File: config.mk
export PLATFORM = sky130hd
export DESIGN_NAME = ps2_scancode_decoder
export DESIGN_NICKNAME = d
export VERILOG_FILES = /design/src/rtl/ps2_pkg.sv /design/src/rtl/ps2_event_fifo.sv /design/src/rtl/ps2_scancode_decoder.sv
export SDC_FILE = /design/constraint.sdc
export NUM_CORES = 1
export LEC_CHECK = 0
export CAP_MARGIN = 30
export CORE_ASPECT_RATIO = 0.9
export CORE_MARGIN = 2
export CORE_UTILIZATION = 45
export CTS_BUF_LIST = sky130_fd_sc_hd__clkbuf_16
export DETAILED_ROUTE_END_ITERATION = 12
export GPL_ROUTABILITY_DRIVEN = 0
export PLACE_DENSITY = 0.62
export SETUP_SLACK_MARGIN = 0.4
export SLEW_MARGIN = 20
export SYNTH_ARGS = -nofsm -noshare
export SYNTH_HDL_FRONTEND = slang
export SYNTH_SLANG_ARGS = --single-unit
File: constraint.sdc
create_clock -name clk -period 4 [get_ports clk]
set_input_delay 0.8 -clock clk [delete_from_list [all_inputs] [get_ports clk]]
set_output_delay 0.8 -clock clk [all_outputs]
set_load 0.1 [all_outputs]
File: src/rtl/ps2_pkg.sv
// ps2_pkg
//   Shared types and constants for the PS/2 Set-2 scan code decoder.
//   - ps2_prefix_state_t : prefix-tracking FSM state
//   - PS2_* byte constants : prefix bytes and controller housekeeping bytes
//   - ps2_key_event_t : one decoded key event, {extended, released, code}
//   - is_housekeeping() : true for bytes the controller emits on its own
//     (BAT result, ACK, resend, error codes) rather than key codes
package ps2_pkg;

  typedef enum logic [1:0] {
    ST_IDLE    = 2'd0,
    ST_EXT     = 2'd1,
    ST_BRK     = 2'd2,
    ST_EXT_BRK = 2'd3
  } ps2_prefix_state_t;

  localparam logic [7:0] PS2_EXT    = 8'hE0;
  localparam logic [7:0] PS2_BRK    = 8'hF0;
  localparam logic [7:0] PS2_BAT_OK = 8'hAA;
  localparam logic [7:0] PS2_ACK    = 8'hFA;
  localparam logic [7:0] PS2_RESEND = 8'hFE;
  localparam logic [7:0] PS2_ERR0   = 8'h00;
  localparam logic [7:0] PS2_ERR1   = 8'hFF;

  typedef struct packed {
    logic       extended;
    logic       released;
    logic [7:0] code;
  } ps2_key_event_t;

  function automatic logic is_housekeeping(input logic [7:0] b);
    return (b == PS2_BAT_OK) || (b == PS2_ACK) || (b == PS2_RESEND) ||
           (b == PS2_ERR0)   || (b == PS2_ERR1);
  endfunction

endpackage

File: src/rtl/ps2_event_fifo.sv
// ps2_event_fifo
//   First-word fall-through FIFO of ps2_key_event_t.
//   Ports:
//     clk, reset  : clock, asynchronous active-high reset
//     push        : write push_data this cycle (ignored when full unless a
//                   pop happens in the same cycle)
//     push_data   : event to write
//     pop         : consume the head entry (ignored when empty)
//     pop_data    : head entry; reads as all zeros while empty
//     full, empty : occupancy flags
//     count       : number of occupied entries
//   Handshake: the head is offered whenever empty=0; it is consumed on a
//   clock edge where pop=1 and empty=0.
module ps2_event_fifo
  import ps2_pkg::*;
#(
  parameter int DEPTH = 8
) (
  input  logic                       clk,
  input  logic                       reset,
  input  logic                       push,
  input  ps2_key_event_t             push_data,
  input  logic                       pop,
  output ps2_key_event_t             pop_data,
  output logic                       full,
  output logic                       empty,
  output logic [$clog2(DEPTH):0]     count
);

  localparam int AW = $clog2(DEPTH);
  localparam int CW = AW + 1;

  ps2_key_event_t mem [DEPTH];
  logic [AW-1:0]  wr_ptr;
  logic [AW-1:0]  rd_ptr;
  logic           push_ok;
  logic           pop_ok;

  assign full  = (count == CW'(DEPTH));
  assign empty = (count == '0);

  // A full FIFO still accepts a push when the head leaves in the same cycle.
  assign pop_ok  = pop & ~empty;
  assign push_ok = push & (~full | pop_ok);

  // Zeroed while empty so the head reads as a clean value after reset.
  assign pop_data = empty ? '0 : mem[rd_ptr];

  always_ff @(posedge clk) begin
    if (push_ok) mem[wr_ptr] <= push_data;
  end

  // Pointers are AW bits wide and DEPTH is a power of two, so they wrap
  // naturally.
  always_ff @(posedge clk or posedge reset) begin
    if (reset) begin
      wr_ptr <= '0;
      rd_ptr <= '0;
      count  <= '0;
    end else begin
      if (push_ok) wr_ptr <= wr_ptr + AW'(1);
      if (pop_ok)  rd_ptr <= rd_ptr + AW'(1);
      case ({push_ok, pop_ok})
        2'b10:   count <= count + CW'(1);
        2'b01:   count <= count - CW'(1);
        default: count <= count;
      endcase
    end
  end

endmodule

File: src/rtl/ps2_scancode_decoder.sv
// ps2_scancode_decoder
//   Collapses PS/2 Set-2 byte sequences (E0 / F0 prefixes) into single key
//   events and queues them in a FWFT FIFO for the consumer.
//   Ports:
//     clk, reset    : clock, asynchronous active-high reset
//     scan_code     : received byte, valid with scan_valid
//     scan_valid    : one-cycle pulse, good frame
//     scan_error    : one-cycle pulse, bad frame (wins over scan_valid)
//     key_code      : code of the head event
//     key_extended  : head event was preceded by E0
//     key_released  : head event was preceded by F0
//     key_valid     : FIFO non-empty
//     key_ready     : consumer accepts the head event
//     overflow      : sticky, an event was dropped on a full FIFO
//     overflow_clr  : clears overflow, wins over a same-cycle set
//     fifo_count    : occupied FIFO entries
//     dbg_state     : current prefix FSM state
//   Handshake: an event is transferred on a clock edge where key_valid=1 and
//   key_ready=1; key_* are stable while key_valid=1 and key_ready=0.
module ps2_scancode_decoder
  import ps2_pkg::*;
#(
  parameter int FIFO_DEPTH     = 8,
  parameter int PREFIX_TIMEOUT = 100000
) (
  input  logic                          clk,
  input  logic                          reset,
  input  logic [7:0]                    scan_code,
  input  logic                          scan_valid,
  input  logic                          scan_error,
  output logic [7:0]                    key_code,
  output logic                          key_extended,
  output logic                          key_released,
  output logic                          key_valid,
  input  logic                          key_ready,
  output logic                          overflow,
  input  logic                          overflow_clr,
  output logic [$clog2(FIFO_DEPTH):0]   fifo_count,
  output ps2_prefix_state_t             dbg_state
);

  localparam int TW = $clog2(PREFIX_TIMEOUT);

  ps2_prefix_state_t state;
  logic [TW-1:0]     tmo_cnt;
  logic              good_byte;
  logic              push;
  logic              drop;
  ps2_key_event_t    new_event;
  ps2_key_event_t    head;
  logic              fifo_full;
  logic              fifo_empty;

  assign dbg_state = state;

  // A bad frame masks any simultaneous good-frame pulse.
  assign good_byte = scan_valid & ~scan_error;

  always_comb begin
    new_event          = '0;
    new_event.code     = scan_code;
    new_event.extended = (state == ST_EXT) || (state == ST_EXT_BRK);
    new_event.released = (state == ST_BRK) || (state == ST_EXT_BRK);
  end

  // Housekeeping bytes are only filtered when no prefix is pending; after a
  // prefix they are legitimate key codes (e.g. F0 AA is the break of 0xAA).
  assign push = good_byte && (scan_code != PS2_EXT) && (scan_code != PS2_BRK) &&
                !((state == ST_IDLE) && is_housekeeping(scan_code));

  // Full implies non-empty, so key_ready alone tells whether the head leaves.
  assign drop = push & fifo_full & ~key_ready;

  // Prefix FSM and stall timeout. A byte arriving on the same edge that the
  // timeout would expire takes precedence, since it restarts the sequence.
  always_ff @(posedge clk or posedge reset) begin
    if (reset) begin
      state   <= ST_IDLE;
      tmo_cnt <= '0;
    end else if (scan_error) begin
      state   <= ST_IDLE;
      tmo_cnt <= '0;
    end else if (scan_valid) begin
      tmo_cnt <= '0;
      if (scan_code == PS2_EXT) begin
        state <= ST_EXT;
      end else if (scan_code == PS2_BRK) begin
        case (state)
          ST_IDLE: state <= ST_BRK;
          ST_EXT:  state <= ST_EXT_BRK;
          default: state <= state;
        endcase
      end else begin
        state <= ST_IDLE;
      end
    end else if (state != ST_IDLE) begin
      if (tmo_cnt == TW'(PREFIX_TIMEOUT - 1)) begin
        state   <= ST_IDLE;
        tmo_cnt <= '0;
      end else begin
        tmo_cnt <= tmo_cnt + TW'(1);
      end
    end
  end

  always_ff @(posedge clk or posedge reset) begin
    if (reset)             overflow <= 1'b0;
    else if (overflow_clr) overflow <= 1'b0;
    else if (drop)         overflow <= 1'b1;
  end

  ps2_event_fifo #(
    .DEPTH (FIFO_DEPTH)
  ) u_fifo (
    .clk       (clk),
    .reset     (reset),
    .push      (push),
    .push_data (new_event),
    .pop       (key_ready),
    .pop_data  (head),
    .full      (fifo_full),
    .empty     (fifo_empty),
    .count     (fifo_count)
  );

  assign key_valid    = ~fifo_empty;
  assign key_code     = head.code;
  assign key_extended = head.extended;
  assign key_released = head.released;

endmodule

==> metrics.csv, run 1 <==
metric,value,unit
Post-Route Setup TNS,0,ns
clk sinks,110,
DR vias,2874,
switching share of power,44.0,%
fmax,292,MHz
latest clock arrival within the worst-skew pair,0.35,ns
# fillers,872,
GR Overflow Total,0,
multi-input logic area,0.00167,sq mm
Die Width,114,um
worst-path cell chain,clkdlybuf4s50_1 > or4_1 > o31ai_4 > a2111oi_4 > or2_4 > inv_1 > ha_1 > a21o_1 > a21oi_1 > nor4bb_2 > mux2i_1 > o311ai_1,
Post-Synthesis Cells,327,
port bufs,31,
initial antenna violation count,0,
CTS tree,yes,
Slew Limit Headroom,34.7,%
clock-pin slew on the worst setup and hold paths,0.08,ns
fraction of layout cells with a size suffix above 1,21.3,%
drt drc,0,
"Buf+Inv Stages, Crit Path",2,
drt via density,5.59,
"Req. time, crit path",4.25,ns
Slew @ Worst Pin,0.977,ns
# H-tree levels,3,
worst vdd ir,0.497,mV
area grow syn2layout,17.9,%
CTS max path bufs,2,
share of total power in the clock network,20.4,%
Seq cells post-synth,110,
final wirelength,9.73,mm
Hold/Removal Path Class,reg -> reg,
Worst Slack Setup Final,0.581,ns
r2r worst-path depth,11,
Ports,32,
fin crit share,85.5,%
pin count of the biggest net entering global routing,31,
fin crit period,3.42,ns
"top cells by area, synth","edfxtp_1, dfrtp_1, mux4_2",
RSZ-0062 raised after global routing,false,
pwr/cell area,731,mW/mm^2
Root Buffer,clkbuf_16,
Gate power share,45.2,%
P_int,2.35,mW
post-synth top area share,49.3,%
Yosys Warn Count,0,
CTS Buf Count,9,
Leakage Power,2.13,nW
dpl ws,0.210,ns
CP Launch Type,primary input,
row cnt,36,
ys flop type,edfxtp_1,
"Hold Vio Cnt, Final",0,
die area,0.0117,sq mm
Wirelength per Cell,18.9,um
synth cell count leaders,"edfxtp_1, nor2_1, dfrtp_1",
Nets,396,
max-cap violations,0,
ys async rst share,27.3,%
CP max stage delay,0.64,ns
drt first pass iters,5,
FF+latch area,0.00315,sq mm
status,"finished, final reports clean",
Detailed Route Iter0 Violations,208,
Global Route Usage Sum,17.9,%
hold_buf cts,0,
initial core utilization,45.7,%
"CP delay by family, top",simple AND/OR/NAND/NOR gates,
Die Y,103,um
area of the mapped netlist,0.00487,sq mm
syn_area_per_cell,14.9,sq um
clk_skew,0.0111,ns
"Slew Viols, Final",0,
post-synthesis cell type count,54,
Reg power frac,34.4,%
Hold Path Depth,2,
post-CTS setup buffers,0,
final setup fails,0,
cell total after placement,498,
sequential fraction of the synthesis area,64.7,%
CP arrival,3.67,ns
Antenna Nets Post-Route,0,
Crit Path Class,in -> reg,
first-pass GRT wire length,15.4,mm
cell taking the most area after synthesis,edfxtp_1,
dpl hpwl,6.28,mm
most common cell in the netlist,edfxtp_1,
syn_nets,347,
crit end category,flop,
vias in the first global route,2770,
core box area,0.0107,sq mm
"EDFF count, synth",80,
CP Max Fanout,4,
non-filler instance count after layout,514,
slowest cell on the critical path,or4_1,
n_diodes,0,
Crit. path cell count,12,
Psw,1.85,mW
metrics by stage:
| stage | instance area, sq um | hold slack [ns] | power [mW] | utilization [%] |
|---|---|---|---|---|
| 2_1_floorplan | 4870 | 0.483 | 2.95 | - |
| 3_3_place_gp | 5430 | 0.487 | 3.36 | 50.8 |
| 3_5_place_dp | 5430 | 0.504 | 3.38 | 50.8 |
| 4_1_cts | 5710 | 0.520 | 4.24 | 53.5 |
| 5_1_grt | 5750 | 0.547 | 4.39 | 53.8 |
| 6_report | 5750 | 0.506 | 4.20 | 53.8 |
metal layers:
metal	track usage, %	vias to the layer above	wire length (um)
met1	26.2	1445	4530
met5	0	-	0
met3	3.76	4	608
met4	3.94	0	46
met2	28.1	70	4550
li1	-	1355	-
registers in the layout, summed over array words and instances, names as in the netlist:
signal	cells
overflow	1
dbg_state	2
u_fifo.mem	80
u_fifo.rd_ptr	3
u_fifo.count	4
u_fifo.wr_ptr	3
tmo_cnt	17
cell usage in the layout (no fill, tap or decap), drive strengths merged, types with 2 or more instances in the layout:
cell	n
nor2b	2
mux2i	16
a22o	6
o21ai	10
a21oi	4
nor3	9
nand3	8
dfrtp	30
nand3b	3
nand4	7
clkinv	2
ha	5
a21o	4
buf	29
a2111oi	2
clkbuf	9
nor4	4
mux4	20
dlymetal6s2s	2
xor2	5
mux2	3
clkdlybuf4s50	19
nand2b	2
xnor2	4
nor3b	2
edfxtp	80
or2	3
o22ai	2
nand2	18
nor2	39
inv	15
worst paths after layout:
path                                                from  slack [ns]                     endpoint
worst max-delay path                        scan_code[4]        0.58  u_fifo.count[3]$_DFFE_PP0P_
worst min-delay path                overflow$_DFFE_PP0P_        0.51         overflow$_DFFE_PP0P_
worst max register to register  dbg_state[0]$_DFFE_PP0P_        0.91  u_fifo.count[3]$_DFFE_PP0P_
worst min register to register      overflow$_DFFE_PP0P_        0.51         overflow$_DFFE_PP0P_
max in group asynchronous                          reset        2.88  u_fifo.count[1]$_DFFE_PP0P_
min in group asynchronous                          reset        0.82  u_fifo.count[3]$_DFFE_PP0P_
power groups by stage:
stage	Clock (mW)	Sequential, mW	Combinational [mW]
after floorplan	0	1.57	1.38
after global placement	0	1.47	1.90
after detailed placement	0	1.47	1.91
after CTS	0.882	1.45	1.91
after global routing	0.915	1.46	2.02
final	0.856	1.44	1.90
repair_timing:
item | 4_1_cts | 5_1_grt
endpoints found under the setup margin | 0 | 1
endpoints found under the hold margin | 0 | 0
resized for setup | 0 | 5
kinds of logic after synthesis:
group,after synthesis,share of synthesized area (%)
AOI/OAI and AO/OA,36,5.47
xor gates and xnor gates,9,1.77
adders and majority gates,6,1.69
buffers and inverters,22,2.00
DFF,110,64.7
muxes,39,13.4
and+or+nand+nor,105,11.0
final cells by class:
| cell class | count | share of cell area [%] |
|---|---|---|
| well taps | 133 | 2.90 |
| clock buffers | 9 | 3.92 |
| multi-input cells | 195 | 29.0 |
| flip-flops and latches | 110 | 54.9 |
| clock inverters | 7 | 1.07 |
| inverters | 10 | 0.653 |
| repair buffers | 50 | 7.53 |
worst register-to-register path, stage by stage (launching register included):
cell and delay (ns):
dfrtp_1 0.56, or4_1 0.65, o31ai_4 0.25, a2111oi_4 0.13
or2_4 0.30, inv_1 0.08, ha_1 0.22, a21o_1 0.17
a21oi_1 0.16, nor4bb_2 0.29, mux2i_1 0.10, o311ai_1 0.08
(Power assumes the default switching activity.)
==> run 2, diff against run 1 <==
--- a/config.mk
+++ b/config.mk
@@ -12,8 +12,9 @@
 export CTS_BUF_LIST = sky130_fd_sc_hd__clkbuf_16
 export DETAILED_ROUTE_END_ITERATION = 12
 export GPL_ROUTABILITY_DRIVEN = 0
-export PLACE_DENSITY = 0.62
+export PLACE_DENSITY = 0.73
 export SETUP_SLACK_MARGIN = 0.4
+export SKIP_CTS_REPAIR_TIMING = 1
 export SLEW_MARGIN = 20
 export SYNTH_ARGS = -nofsm -noshare
 export SYNTH_HDL_FRONTEND = slang
==> metrics.csv, run 2 (synthesis results as in run 1) <==
metric,value,unit
M3 GR Usage,3.00,%
port bufs,31,
"Hold Vio Cnt, Final",0,
final setup fails,0,
CP Max Fanout,4,
"most common cell after layout, fill and taps aside",edfxtp_1,
fin crit period,3.46,ns
DR vias,2937,
vias in the first global route,2916,
Post-Route Setup TNS,0,ns
RSZ-0062 raised after global routing,false,
drt via density,5.70,
"Req. time, crit path",4.20,ns
max-cap violations,0,
dpl hpwl,6.27,mm
clk_skew,0.00858,ns
latest clock arrival within the worst-skew pair,0.34,ns
fraction of layout cells with a size suffix above 1,22.5,%
Slew @ Worst Pin,0.973,ns
drt first pass iters,4,
Slew Limit Headroom,35.0,%
Ports,32,
Biggest register,u_fifo.mem,
Hold/Removal Path Class,reg -> reg,
pwr/cell area,731,mW/mm^2
row cnt,36,
core box area,0.0107,sq mm
Leakage Power,2.16,nW
Crit Path Class,in -> reg,
final wirelength,10.1,mm
area grow syn2layout,18.6,%
CTS max path bufs,2,
Fin Hold WS,0.534,ns
most frequent cells in the layout,"edfxtp_1, nor2_1, buf_4",
status,"finished, final reports clean",
fin crit share,86.6,%
n_diodes,0,
initial antenna violation count,0,
CTS tree,yes,
Worst Slack Setup Final,0.537,ns
r2r worst-path depth,12,
# fillers,850,
top flop regs,"u_fifo.mem: 80 flops, tmo_cnt: 17 flops, u_fifo.count: 4 flops",
CP Launch Type,primary input,
Detailed Route Iter0 Violations,335,
crit end category,flop,
CTS Buf Count,9,
clock-pin slew on the worst setup and hold paths,0.07,ns
drt drc,0,
first-pass GRT wire length,15.5,mm
met2 Use GR,28.4,%
clk sinks,110,
max reg flops,80,
initial core utilization,45.7,%
global route hottest layer,met2,
fmax,289,MHz
# H-tree levels,3,
"Slew Viols, Final",0,
Antenna Nets Post-Route,0,
Nets,397,
dpl ws,0.112,ns
CP arrival,3.67,ns
Wirelength per Cell,19.5,um
Hold Path Depth,1,
pin count of the biggest net entering global routing,31,
Die Y,103,um
Root Buffer,clkbuf_16,
GR Overflow Total,0,
worst vdd ir,0.453,mV
met1 GRT Util,25.4,%
Global Route Usage Sum,17.9,%
die area,0.0117,sq mm
Die Width,114,um
## run 2: cell types whose count changed in the layout (fill, tap and decap cells not counted), sizes merged
cell	change
dlymetal6s2s	+2
clkdlybuf4s50	-2
buf	+1
inv	+1
clkinv	-1
## run 2: area by class of cell
| class | count | area [sq um] | share of cell area, % |
|---|---|---|---|
| clock buffers | 9 | 225 | 3.90 |
| multi-input cells | 195 | 1690 | 29.2 |
| clock inverters | 7 | 63.8 | 1.10 |
| repair buffers | 51 | 445 | 7.71 |
| well taps | 133 | 166 | 2.88 |
| inverters | 10 | 37.5 | 0.649 |
| flip-flops and latches | 110 | 3150 | 54.6 |
## run 2: path summary, 6_finish.rpt
kind | start | end | slack (ns)
min in group asynchronous | reset | tmo_cnt[16]$_DFFE_PP0P_ | 0.84
worst min-delay path | u_fifo.wr_ptr[0]$_DFFE_PP0P_ | u_fifo.wr_ptr[0]$_DFFE_PP0P_ | 0.53
max in group asynchronous | reset | u_fifo.count[1]$_DFFE_PP0P_ | 2.85
worst min register to register | u_fifo.wr_ptr[0]$_DFFE_PP0P_ | u_fifo.wr_ptr[0]$_DFFE_PP0P_ | 0.53
worst max-delay path | scan_code[2] | u_fifo.count[3]$_DFFE_PP0P_ | 0.54
worst max register to register | dbg_state[0]$_DFFE_PP0P_ | u_fifo.count[3]$_DFFE_PP0P_ | 0.92
## run 2: report_power, final
group	total (mW)	internal (mW)	switching, mW
registers	1.48	1.34	0.141
clock network	0.860	0.439	0.421
logic	1.89	0.584	1.30
total	4.23	2.36	1.86
## run 2: worst max-delay path, stage by stage
cell             delay [ns]
clkdlybuf4s50_1        0.46
or3_4                  0.42
a2111oi_4              0.42
a2111oi_4              0.09
or2_4                  0.30
inv_1                  0.08
ha_1                   0.23
a21o_1                 0.19
a21oi_2                0.14
buf_4                  0.14
nor3_1                 0.05
mux2i_1                0.20
o311ai_1               0.15
## run 2: stage by stage
step	utilization (%)	instance area, sq um	instances	total power, mW
3_3_place_gp	50.8	5420	499	3.35
6_report	54.1	5780	515	4.23
3_5_place_dp	50.8	5420	499	3.38
5_1_grt	54.1	5780	515	4.41
2_1_floorplan	-	4870	327	2.95
4_1_cts	53.5	5710	515	4.24
## run 2: layer usage
| layer | vias to the layer above | share of wire (%) |
|---|---|---|
| li1 | 1354 | - |
| met1 | 1492 | 46 |
| met2 | 80 | 47 |
| met3 | 11 | 5.2 |
| met4 | 0 | 1.5 |
| met5 | - | 0 |
